**src/rtl/muldiv_wb_arbiter_pkg.sv**
```systemverilog
// Shared types and constants for the mult FU writeback arbiter.
package muldiv_wb_arbiter_pkg;

  // Core configuration stand-ins; these values stand in for the CVA6 config.
  localparam int unsigned XLEN           = 64;
  localparam int unsigned TRANS_ID_BITS  = 5;
  localparam int unsigned NUM_THREADS    = 2;
  localparam int unsigned THREAD_ID_BITS = (NUM_THREADS > 1) ? $clog2(NUM_THREADS) : 1;

  // Bit whose value is replicated into the upper half for *W results.
  localparam int unsigned WORD_SEXT_BIT = 31;

  // One writeback record: used for the hold register and the output mux.
  typedef struct packed {
    logic [XLEN-1:0]           result;
    logic [TRANS_ID_BITS-1:0]  trans_id;
    logic [THREAD_ID_BITS-1:0] thread_id;
  } muldiv_wb_t;

  // Holding register occupancy.
  typedef enum logic {
    HOLD_EMPTY = 1'b0,
    HOLD_FULL  = 1'b1
  } hold_state_e;

endpackage

```
**src/rtl/muldiv_wb_arbiter_word_sext.sv**
```systemverilog
// Combinational RV64 word-op sign extender; passes data through otherwise.
module muldiv_wb_arbiter_word_sext
  import muldiv_wb_arbiter_pkg::*;
#(
  parameter int unsigned WIDTH = XLEN
) (
  input  logic             word_op_i,
  input  logic [WIDTH-1:0] data_i,
  output logic [WIDTH-1:0] data_o
);

  if (WIDTH == 64) begin : g_rv64
    // Replicate bit 31 into the upper word for *W operations.
    always_comb begin
      if (word_op_i) begin
        data_o = {{(WIDTH-WORD_SEXT_BIT-1){data_i[WORD_SEXT_BIT]}}, data_i[WORD_SEXT_BIT:0]};
      end else begin
        data_o = data_i;
      end
    end
  end else begin : g_pass
    assign data_o = data_i;
  end

endmodule

```
**src/rtl/muldiv_wb_arbiter.sv**
```systemverilog
// Merges the serial divider and pipelined multiplier result streams onto the
// single mult FU writeback port. Divider results park in a one-entry hold
// register so the divider can go idle at once; the multiplier always wins.
module muldiv_wb_arbiter
  import muldiv_wb_arbiter_pkg::*;
#(
  parameter int unsigned WIDTH = XLEN
) (
  input  logic                      clk_i,
  input  logic                      rst_i,
  input  logic                      flush_i,
  input  logic                      div_issue_i,
  input  logic                      div_word_op_i,
  input  logic                      div_valid_i,
  output logic                      div_ready_o,
  input  logic [WIDTH-1:0]          div_result_i,
  input  logic [TRANS_ID_BITS-1:0]  div_trans_id_i,
  input  logic [THREAD_ID_BITS-1:0] div_thread_id_i,
  input  logic                      mul_valid_i,
  input  logic [WIDTH-1:0]          mul_result_i,
  input  logic [TRANS_ID_BITS-1:0]  mul_trans_id_i,
  input  logic [THREAD_ID_BITS-1:0] mul_thread_id_i,
  output logic                      result_valid_o,
  output logic [WIDTH-1:0]          result_o,
  output logic [TRANS_ID_BITS-1:0]  trans_id_o,
  output logic [THREAD_ID_BITS-1:0] thread_id_o,
  output logic                      div_busy_o
);

  hold_state_e      state_q, state_d;
  muldiv_wb_t       hold_q, hold_d;
  logic             word_op_q, word_op_d;
  logic             pending_q, pending_d;
  logic             hold_valid_s;
  logic             hold_sel_s;
  logic             capture_s;
  logic [WIDTH-1:0] ext_s;

  assign hold_valid_s = (state_q == HOLD_FULL);
  // Hold entry drains only when the multiplier is silent and no flush kills it.
  assign hold_sel_s   = hold_valid_s & ~mul_valid_i & ~flush_i;
  // Free slot, or the slot empties this cycle; flush drops whatever arrives.
  assign div_ready_o  = flush_i | ~hold_valid_s | ~mul_valid_i;
  assign capture_s    = div_valid_i & div_ready_o & ~flush_i;
  assign div_busy_o   = pending_q | hold_valid_s;

  muldiv_wb_arbiter_word_sext #(
    .WIDTH (WIDTH)
  ) u_word_sext (
    .word_op_i (word_op_q),
    .data_i    (div_result_i),
    .data_o    (ext_s)
  );

  // Next-state logic for hold occupancy, hold payload, issue tracking.
  always_comb begin
    state_d   = state_q;
    hold_d    = hold_q;
    word_op_d = word_op_q;
    pending_d = pending_q;
    if (flush_i) begin
      state_d   = HOLD_EMPTY;
      pending_d = 1'b0;
    end else begin
      case (state_q)
        HOLD_EMPTY: begin
          if (capture_s) begin
            state_d = HOLD_FULL;
          end else begin
            state_d = HOLD_EMPTY;
          end
        end
        HOLD_FULL: begin
          if (capture_s) begin
            state_d = HOLD_FULL;
          end else if (hold_sel_s) begin
            state_d = HOLD_EMPTY;
          end else begin
            state_d = HOLD_FULL;
          end
        end
        default: state_d = HOLD_EMPTY;
      endcase
      if (capture_s) begin
        hold_d.result    = XLEN'(ext_s);
        hold_d.trans_id  = div_trans_id_i;
        hold_d.thread_id = div_thread_id_i;
      end else begin
        hold_d = hold_q;
      end
      // A new issue outranks the writeback of the previous division.
      if (div_issue_i) begin
        pending_d = 1'b1;
        word_op_d = div_word_op_i;
      end else if (hold_sel_s) begin
        pending_d = 1'b0;
      end else begin
        pending_d = pending_q;
      end
    end
  end

  // State registers with synchronous reset.
  always_ff @(posedge clk_i) begin
    if (rst_i) begin
      state_q   <= HOLD_EMPTY;
      hold_q    <= '0;
      word_op_q <= 1'b0;
      pending_q <= 1'b0;
    end else begin
      state_q   <= state_d;
      hold_q    <= hold_d;
      word_op_q <= word_op_d;
      pending_q <= pending_d;
    end
  end

  // Output mux: multiplier first, then the hold entry, else idle zeros.
  always_comb begin
    result_valid_o = 1'b0;
    result_o       = '0;
    trans_id_o     = '0;
    thread_id_o    = '0;
    if (mul_valid_i) begin
      result_valid_o = 1'b1;
      result_o       = mul_result_i;
      trans_id_o     = mul_trans_id_i;
      thread_id_o    = mul_thread_id_i;
    end else if (hold_sel_s) begin
      result_valid_o = 1'b1;
      result_o       = WIDTH'(hold_q.result);
      trans_id_o     = hold_q.trans_id;
      thread_id_o    = hold_q.thread_id;
    end else begin
      result_valid_o = 1'b0;
    end
  end

endmodule

```
**config.mk**
```make
export PLATFORM = sky130hd
export DESIGN_NAME = muldiv_wb_arbiter
export DESIGN_NICKNAME = d
export VERILOG_FILES = /design/src/rtl/muldiv_wb_arbiter_pkg.sv /design/src/rtl/muldiv_wb_arbiter_word_sext.sv /design/src/rtl/muldiv_wb_arbiter.sv
export SDC_FILE = /design/constraint.sdc
export NUM_CORES = 1
export LEC_CHECK = 0
export ABC_AREA = 1
export CAP_MARGIN = 10
export CORE_MARGIN = 2
export CORE_UTILIZATION = 40
export CTS_CLUSTER_SIZE = 20
export DETAILED_ROUTE_END_ITERATION = 7
export HOLD_SLACK_MARGIN = 0.15
export MAX_ROUTING_LAYER = met4
export PLACE_DENSITY = 0.81
export SYNTH_ARGS = -nofsm -noshare
export SYNTH_HDL_FRONTEND = slang
export SYNTH_SLANG_ARGS = --single-unit
```
**constraint.sdc**
```tcl
create_clock -name clk_i -period 1.3 [get_ports clk_i]
set_clock_uncertainty 0.1 [all_clocks]
set_input_delay 0.26 -clock clk_i [delete_from_list [all_inputs] [get_ports clk_i]]
set_output_delay 0.26 -clock clk_i [all_outputs]
set_load 0.01 [all_outputs]
```
Yosys cells after proc, flatten, opt, wreduce, memory -nomap -nowiden

Cells that the tools add are included.

Register bits after elaboration: 73
Bits in latches: 0
Memory bits (writable): 0
Memory bits (read-only): 0
Word-level logic and storage cells: 35
Memories: 0

Add/subtract/negate cells: 0
Multiply operators: 0
Divide/modulo/power cells: 0
Order comparisons: 0
Eq/ne operators: 0
Shift-type cells: 0
Mux-type cells: 15
Bitwise operators: 10
Reduce and logical (&&, ||, !) cells: 4

Operators with widths:

| operator                              | count |
|---|---|
| 64-bit 2-to-1 mux                     | 3 |
| 5-bit 2-to-1 mux                      | 2 |
| 1-bit 2-to-1 mux                      | 9 |
| 1-bit bitwise AND                     | 4 |
| 2-bit AND reduction                   | 2 |
| 1-bit inverter                        | 3 |
| 1-bit OR                              | 3 |
| 1-bit one-hot mux with 2 select lines | 1 |
| 2-bit nonzero test                    | 1 |
| 2-bit OR reduction                    | 1 |

Longest topological paths before layout

Gate-level depths: netlist of the first run.

Depth after elaboration: 7
Depth in mapped cells: 8
Mapped depth without buffers: 6

Cells and area by module

A second synthesis of the first run with hierarchy kept.

Cell total of the unflattened synthesis: 808
Area, all modules: 4752.1 um2

By module, submodules not included:

| module                      | times used | cells an instance | area each (um2) | sequential area each (um2) |
|---|---|---|---|---|
| muldiv_wb_arbiter           | 1          | 704               | 4189.0          | 1461.4 |
| muldiv_wb_arbiter_word_sext | 1          | 104               | 563.0           | 0.0 |

Worst setup path after synthesis of the first run

Ideal clock, no wire load.

Path kind: input to output
From: input port mul_valid_i
To: output port result_o[54]
Arrival time: 1.111 ns
Required time: 0.940 ns
Setup slack: -0.171 ns
Stages on the path: 5
Cells stage by stage: buf_2 -> inv_1 -> nand3_2 -> clkbuf_1 -> o21ai_0

Word-level cells in the longest chain between the ends: 5

RTL lines:

| element                         | line                     | source |
|---|---|---|
| from (decl)                     | muldiv_wb_arbiter.sv:19  | `input logic mul_valid_i,` |
| 1-bit inverter                  | muldiv_wb_arbiter.sv:41  | `assign hold_sel_s = hold_valid_s & ~mul_valid_i & ~flush_i;` |
| 1-bit bitwise AND (2 in series) | muldiv_wb_arbiter.sv:41  |  |
| 64-bit 2-to-1 mux               | muldiv_wb_arbiter.sv:129 | `end else if (hold_sel_s) begin` |
| 64-bit 2-to-1 mux *             | muldiv_wb_arbiter.sv:124 | `if (mul_valid_i) begin` |
| to (decl)                       | muldiv_wb_arbiter.sv:24  | `output logic [WIDTH-1:0] result_o,` |

Mark *: on every way between the ends. The rest lies on a longest branch, timed or not.

Final worst setup path of the first run

From: register state_q (netlist: hold_valid_s)
To: output port trans_id_o[1]

Word-level cells in the longest chain between the ends: 4

RTL lines:

| element                         | line                     | source |
|---|---|---|
| from (decl)                     | muldiv_wb_arbiter.sv:30  | `hold_state_e state_q, state_d;` |
| from (signal assigned)          | muldiv_wb_arbiter.sv:111 | `state_q <= state_d;` |
| 1-bit bitwise AND (2 in series) | muldiv_wb_arbiter.sv:41  |  |
| 5-bit 2-to-1 mux                | muldiv_wb_arbiter.sv:129 |  |
| 5-bit 2-to-1 mux                | muldiv_wb_arbiter.sv:124 |  |
| to (decl)                       | muldiv_wb_arbiter.sv:25  | `output logic [TRANS_ID_BITS-1:0] trans_id_o,` |

Every way passes these cells.

==> results of run 1 <==
metrics by stage:
step	hold WS, ns	cell area [sq um]
final	0.388	8050
after global routing	0.414	8050
after CTS	0.370	7300
after detailed placement	0.354	6890
after global placement	0.348	6890
after floorplan	0.229	4260
layer usage:
metal	vias to the layer above	routed length (um)	track usage
met4	0	288	0.0649
met5	-	0	-
li1	2689	-	-
met1	2517	6790	0.309
met3	28	915	0.0374
met2	205	9000	0.451
cell usage after synthesis:
| cell type | count |
|---|---|
| o21ai_0 | 103 |
| nand3_4 | 1 |
| or2_2 | 1 |
| buf_4 | 7 |
| a21oi_1 | 41 |
| nand3b_1 | 38 |
| dfxtp_1 | 73 |
| nor2_1 | 102 |
| buf_1 | 5 |
| nand3_1 | 1 |
| buf_2 | 8 |
| nand2_1 | 178 |
| clkbuf_1 | 29 |
| buf_6 | 2 |
| nand3_2 | 1 |
| nor2_2 | 1 |
| inv_1 | 105 |
| inv_2 | 2 |
timing repair:
item,4_1_cts,5_1_grt
resized for setup,389,117
buffers inserted,12,12
setup endpoints to repair,143,143
pin swaps,3,21
gates cloned,11,14
endpoints found under the hold margin,0,0
worst max-delay path by stage:
stage                    endpoint  depth (start not counted)
global route         result_o[28]                          5
global placement     result_o[63]                          6
floorplan             result_o[0]                          5
finish              trans_id_o[1]                          5
detailed placement   result_o[63]                          6
CTS                  result_o[63]                          4
sequential cells by signal (all words and copies together) (netlist names):
name	count
hold_q	70
hold_valid_s	1
pending_q	1
word_op_q	1
cells by family (layout without fill, tap and decap cells):
logic type             after synthesis  in the layout  share of synthesized area
AO/OA/AOI/OAI                      144            144                      0.171
buffers and inverters              158            435                      0.153
flip-flops                          73             73                      0.347
AND/OR/NAND/NOR                    323            325                      0.328
final cells by class:
class                           instances  share of cell area
Clock buffer                           11              0.0176
Sequential cell                        73               0.182
Multi-Input combinational cell        469               0.323
Clock inverter                          5             0.00979
Tap cell                              136              0.0211
Inverter                              107              0.0499
Timing Repair Buffer                  312               0.397
worst max-delay path: stages (launching register included):
cell and delay (ns):
dfxtp_4 0.36, nand3_4 0.12, buf_12 0.18, buf_16 0.14
o21ai_2 0.13, buf_2 0.16
where the power goes:
group          internal [mW]  switching [mW]  total [mW]  leakage, nW
Clock                   1.13           0.889        2.02        0.113
Combinational           1.02           0.837        1.86         3.07
Sequential              2.39          0.0778        2.46        0.603
==> results list, run 1 <==
* Run status: finished, violations left
* Violated checks: setup timing
* Net count after synthesis: roughly 850
- The area growth from synthesis to layout is 91.4%.
- For this run, design rule violations remaining after detail routing come to 0.
- Post-layout min period: about 1.8 ns
- Area share of the largest cell type after synthesis: 0.347
* Die W: 107 um
- For this block, the routed nets add up to roughly 17 mm of wire.
* RSZ-0062 raised after global routing: yes
- For this design, the CTS-stage hold fixing added 0 buffers.
- Crit path setup slack, layout: -0.502 ns
- The multi-input combinational cells in the finished layout cover a total of roughly 0.0026 sq mm.
- The detail route stage leaves a number of antenna-violating nets equal to 0.
- The first global-routing pass estimated between 20 and 25 mm of wire.
* Signal arrival time at the worst endpoint: 1.44 ns
* Standard-cell rows: 37
* 1st-iter DRT viols: 297
- Max FO, Critical Path: 5
- Setup-violating endpoint count in the final report: around 140
- Startpoint class of the critical path: flop
* R2r endpoint: hold_q[59]
* Cell count after placement: approximately 1100
* Ratio of total power to cell area: between 700 and 800 mW/mm^2
- Measured along the y axis, the die boundary spans 107 um.
- Cell area after synthesis: 0.00421 sq mm
- Clock tree root driver cell: clkbuf_8
- The worst register-to-register path begins at hold_valid_s.
* Clock tree from TritonCTS: built
* Final cycle utilization of the critical path: 1.39
* Maximum number of buffers from clock root to sink: 2
- Number of filler cells placed in the layout: 697
- Num CTS Buffers: 9
* Number of vias per cell: about 4.9
- Non-filler instance count after layout: 1113
- Relative slew margins: 0.732
- Number of vias in the routed layout: roughly 5400
* Fin. Hold Viols: 0
* TritonRoute pass-1 iters: 4
* Sum of overflow across all layers after global routing: 0
* Diode insertion count for antenna repair: 0
- Clock latency of the later-clocked register in the worst-skew pair: ~0.33 ns
- I/O pin total: 220
- Worst vdd ir: between 0.0005 and 0.0006 V
* Portion of the post-synthesis area used by sequential elements: 0.347
- H-Tree Depth: 3
* Post-placement setup slack: -0.912 ns
* Antenna violations before repair: 0
- For this configuration, the core starts out at a cell density of 0.409.
- The wire-length estimate of the detail-placed layout is approximately 9.6 mm.
- Path category of the worst min-delay check: reg -> reg
* Sequential standard cell area: 0.00147 sq mm
- Entering global routing, the biggest net connects 36 pins.
- Tot GR Track Use: 0.257
* Number of sinks handled by clock tree synthesis: 73
- The via count of the first global-routing pass came to approximately 4800.
- During placement, the flow inserted port buffers numbering ~220.
* Number of distinct library cells after synthesis: 18
* Net count of the finished layout: approximately 1100
* Worst reg-to-reg setup slack: -0.38 ns
* Max Freq: ~0.55 GHz
- The worst hold path terminates at hold_q[0].
- The synthesized design contains 73 register bits.
- Worst setup path class: reg -> out
- The tool flagged a number of max-cap violations equal to 0.
- Largest cells by area after synthesis: dfxtp_1 (35%), nand2_1 (16%), o21ai_0 (12%)
- In the final layout, the share of cells above drive strength 1 is 0.297.
- Placeable core region: 0.0103 sq mm
* Tot Pwr: 6.34 mW
- Final weighted congestion in routability-driven placement: around 0.81
- The die covers roughly 0.011 sq mm.
- Hold Crit Depth: 2
* Transition time at the pin with the least slew margin: a little under 0.4 ns
* Worst min-delay path startpoint: hold_q[0]
- During synthesis, Yosys emitted a total of 0 warnings.
* Instance count of the mapped netlist: approximately 700
- For the final routed database, the setup TNS stands at -49.16 ns.
* Depth of the worst register-to-register path: 11
- Commonest cells after routing, fill and taps aside: nand2_1 (162), clkdlybuf4s50_1 (144), inv_1 (104), nor2_1 (79), dfxtp_1 (72)
- Mean area per synthesized cell: roughly 6 sq um
- Clock-pin transition on the worst setup and hold timing paths: 0.08 ns
* Crit path from: hold_valid_s
- Required time at the endpoint of the critical path: approximately 0.94 ns
- The worst setup path is captured at an output pin.
- Area leader, netlist: dfxtp_1
- Final Slew Violations: 0
* Share of the core filled with cells in the final layout: 0.784
- Routed wire length per instance: roughly 15 um
- Leakage power summed over all cells: between 3 and 4 nW
* Most frequent standard cell in the layout excluding fill and tap cells: nand2_1
(Power assumes the default switching activity.)
==> run 2: changes to the inputs <==
- CORE_UTILIZATION: 40 -> 45
- PLACE_DENSITY: 0.81 -> 0.86
- SKIP_CTS_REPAIR_TIMING: unset -> 1
- SYNTH_HIERARCHICAL: unset -> 1
- clock period: 1.3 -> 2.15 ns (I/O delays scaled with it)
==> run 2 against run 1 <==
Net effect:
- critical path depth stayed put
- highest routed layer unchanged
- core utilization is 9.1 points lower
- worst setup slack better by 0.62 ns
- clock power is 55% lower
- design area is 12% lower
- the run now ends clean
==> results list, run 2 <==
- The commonest cells after synthesis are nand2_1 (206), inv_1 (143), a21oi_1 (73), dfxtp_1 (73).
- TritonRoute pass-1 iters: 4
- Detailed placement ended at an HPWL of a little over 9 mm.
* Total wirelength of the detailed-routed design: 13.1 mm
- First-pass GRT wire length: roughly 20 mm
* Placeable core region: between 0.01 and 0.015 sq mm
- In the post-synthesis netlist, the cell with the most instances is nand2_1.
- Highest-delay cell along the critical path: dfxtp_1
* Clock tree from TritonCTS: built
- Fin. Hold Viols: 0
- The via count of the first global-routing pass is 4315.
- 1st-iter DRT viols: 224
- After global routing the overflow that remains totals 0.
- Portion of the post-synthesis area used by sequential elements: 0.308
* Most frequent standard cell in the layout excluding fill and tap cells: nand2_1
- The worst hold path belongs to the class reg -> reg.
- The number of pins with negative max-slew slack in the final report is 0.
* Final weighted congestion in routability-driven placement: between 0.8 and 0.9
* Post-placement setup slack: -0.438 ns
- After the last flow step, the layout net total stands at 1121.
- Commonest cells after routing, fill and taps aside: nand2_1 (206), clkdlybuf4s50_1 (145), inv_1 (143), a21oi_1 (73), dfxtp_1 (73)
- Worst vdd ir: 0.000293 V
- Clock latency on the worst-skew pair, taken at its later pin, is between 0.3 and 0.4 ns.
- Tracing the worst setup path back leads to its startpoint at hold_valid_s.
* Tot GR Track Use: 0.221
* Share of layout cells above drive strength 1: 0.0615
* Post-synth ARST share: 0
- Number of sinks handled by clock tree synthesis: 73
- Crit. path cell count: 5
* Count of buffer and inverter cells on the critical path: 3
* Number of port buffers: between 200 and 250
- Synthesis instantiated 18 different standard cells from the library.
* Setup-violating endpoint count in the final report: 0
* Remaining design rule violation count: 0
* Last element of the critical path: result_o[12]
- The floorplan step defined a die boundary enclosing 0.0114 sq mm.
- Summed over all instances, the cell type with the most area after synthesis is dfxtp_1.
- The area growth from synthesis to layout is 49.8%.
- Largest delay contributor family on the critical path: buffers and inverters
* Transition time at the pin with the least slew margin: between 0.5 and 0.6 ns
- Worst reg-to-reg setup slack: 0.65 ns
- The critical path goes through nand3_4 > buf_4 > buf_6 > o21ai_0 > dlymetal6s2s_1.
* Area share of the largest cell type after synthesis: 0.308
- Category of the worst setup path capture point: output pin
- Instance count of the mapped netlist: about 800
- Number of synthesized register bits: 73
- The critical path is of the reg -> out type.
* Num CTS Buffers: 9
- Synthesis Warnings: 6
- In this run the vertical extent of the chip is about 110 um.
- Leakage power summed over all cells: about 4.1 nW
- Max FO, Critical Path: 20
- CTS built an H-tree with a depth of 3.
- Counting the fill cells in the layout gives between 900 and 1000.
- In this run the tightest slew margin relative to its limit is 0.636.
- STA classifies the critical path startpoint as a flop.
- Cell area after synthesis: 0.00475 sq mm
- Clock tree root driver cell: clkbuf_8
- In this run the critical register-to-register path is captured at hold_q[66].
* Ratio of total power to cell area: 465 mW/mm^2
- Die W: 107 um
- Maximum number of buffers from clock root to sink: 2
- Number of vias in the routed layout: between 5000 and 6000
* Signal arrival time at the worst endpoint: around 1.5 ns
- After detailed routing, the average wire length per cell comes to around 12 um.
- More flip-flops sit in one register than any other, and that register is hold_q.
- Number of vias per cell: approximately 4.6
- The smallest clock period supported by the final layout is computed as between 2 and 2.5 ns.
- Based on the critical path, the design can be clocked at up to between 0.4 and 0.5 GHz.
- Depth of the worst register-to-register path: 7
- Dividing the final minimum period by the clock period gives 0.946.
- Mean area per synthesized cell: a little under 6 sq um
* Net count after synthesis: about 960
* FF-to-FF Start: hold_valid_s
* Remaining number of nets flagged by the antenna check after routing: 0
* Crit path setup slack, layout: ~0.12 ns
* Required time at the endpoint of the critical path: about 1.6 ns
- Effective utilization at floorplan: 0.462
- In the final timing run, aggregate negative setup slack is 0 ns.
* Largest net degree at the start of global routing: 84
- The flow ran to the end, and the final reports show no timing, DRC or antenna violations.
- Counting flops with a built-in enable in the synthesized netlist gives 0.
* Standard-cell rows: 37
- The register with the most flip-flops in the layout has 70 of them.
- Across the run, the number of max-cap violations was 0.
* I/O pin total: 220
- Largest cells by area after synthesis: dfxtp_1 (31%), nand2_1 (16%), inv_1 (11%)
- Clock-pin transition on the worst setup and hold timing paths: approximately 0.07 ns
- Antenna violations before repair: 1
* Most used DFF post-synth: dfxtp_1
- Slowest cell delay on critical path: ~0.38 ns
-- run 2: report_power, final --
| group | switching (mW) | total, mW | leakage, nW | internal (mW) |
|---|---|---|---|---|
| sequential | 0.0462 | 1.49 | 0.602 | 1.44 |
| combinational | 0.391 | 0.903 | 3.46 | 0.512 |
| clock | 0.460 | 0.915 | 0.0830 | 0.455 |
| total | 0.897 | 3.31 | 4.14 | 2.41 |
-- run 2: worst min-delay path, stage by stage (launching register included) --
cell,delay [ns]
dfxtp_1,0.31
nand2_1,0.06
a21oi_1,0.05
-- run 2: how the worst min path moves through the flow --
stage                     startpoint        end  slack (ns)  depth (start not counted)
after floorplan            pending_q  pending_q        0.33                          2
after global placement     pending_q  pending_q        0.35                          2
after detailed placement   pending_q  pending_q        0.35                          2
after CTS                  pending_q  pending_q        0.36                          2
after global routing       pending_q  pending_q        0.40                          2
final                      pending_q  pending_q        0.37                          2
-- run 2: cell type report --
| cell class | count | area [sq um] | area share |
|---|---|---|---|
| timing repair buffer | 245 | 2590 | 0.364 |
| multi-input combinational | 499 | 2190 | 0.307 |
| sequential | 73 | 1460 | 0.205 |
| inverter | 146 | 548 | 0.0770 |
| tap | 136 | 170 | 0.0239 |
| clock buffer | 11 | 151 | 0.0213 |
| clock inverter | 1 | 5.00 | 0.000703 |
| antenna | 1 | 2.50 | 0.000352 |
-- run 2: kinds of logic (layout without fill, tap and decap cells) --
kind of cell	count (synthesis)	count (layout)	synth area share
AO/OA/AOI/OAI	145	145	0.153
buffers and inverters	236	403	0.237
flip-flops	73	73	0.308
other	0	1	0
AND/OR/NAND/NOR	354	354	0.303
-- run 2: stage by stage --
step | util | hold slack (ns) | instances | instance area [sq um] | power [mW]
final | 0.693 | 0.367 | 1112 | 7120 | 3.31
after global routing | 0.693 | 0.396 | 1112 | 7120 | 3.50
after CTS | 0.676 | 0.365 | 1107 | 6940 | 3.37
after detailed placement | 0.660 | 0.354 | 1095 | 6790 | 2.45
after global placement | 0.660 | 0.346 | 1095 | 6790 | 2.43
after floorplan | - | 0.333 | 808 | 4750 | 2.00
-- run 2: layer usage --
layer	track usage	share of wire
met5	-	0
met4	0.0686	0.015
met3	0.0432	0.053
met1	0.275	0.44
met2	0.364	0.50
==> run 3: changes to the inputs <==
- CTS_CLUSTER_DIAMETER: unset -> 50
==> results of run 3 <==
No change in the layout: final DEF, timing and power equal those of run 2.
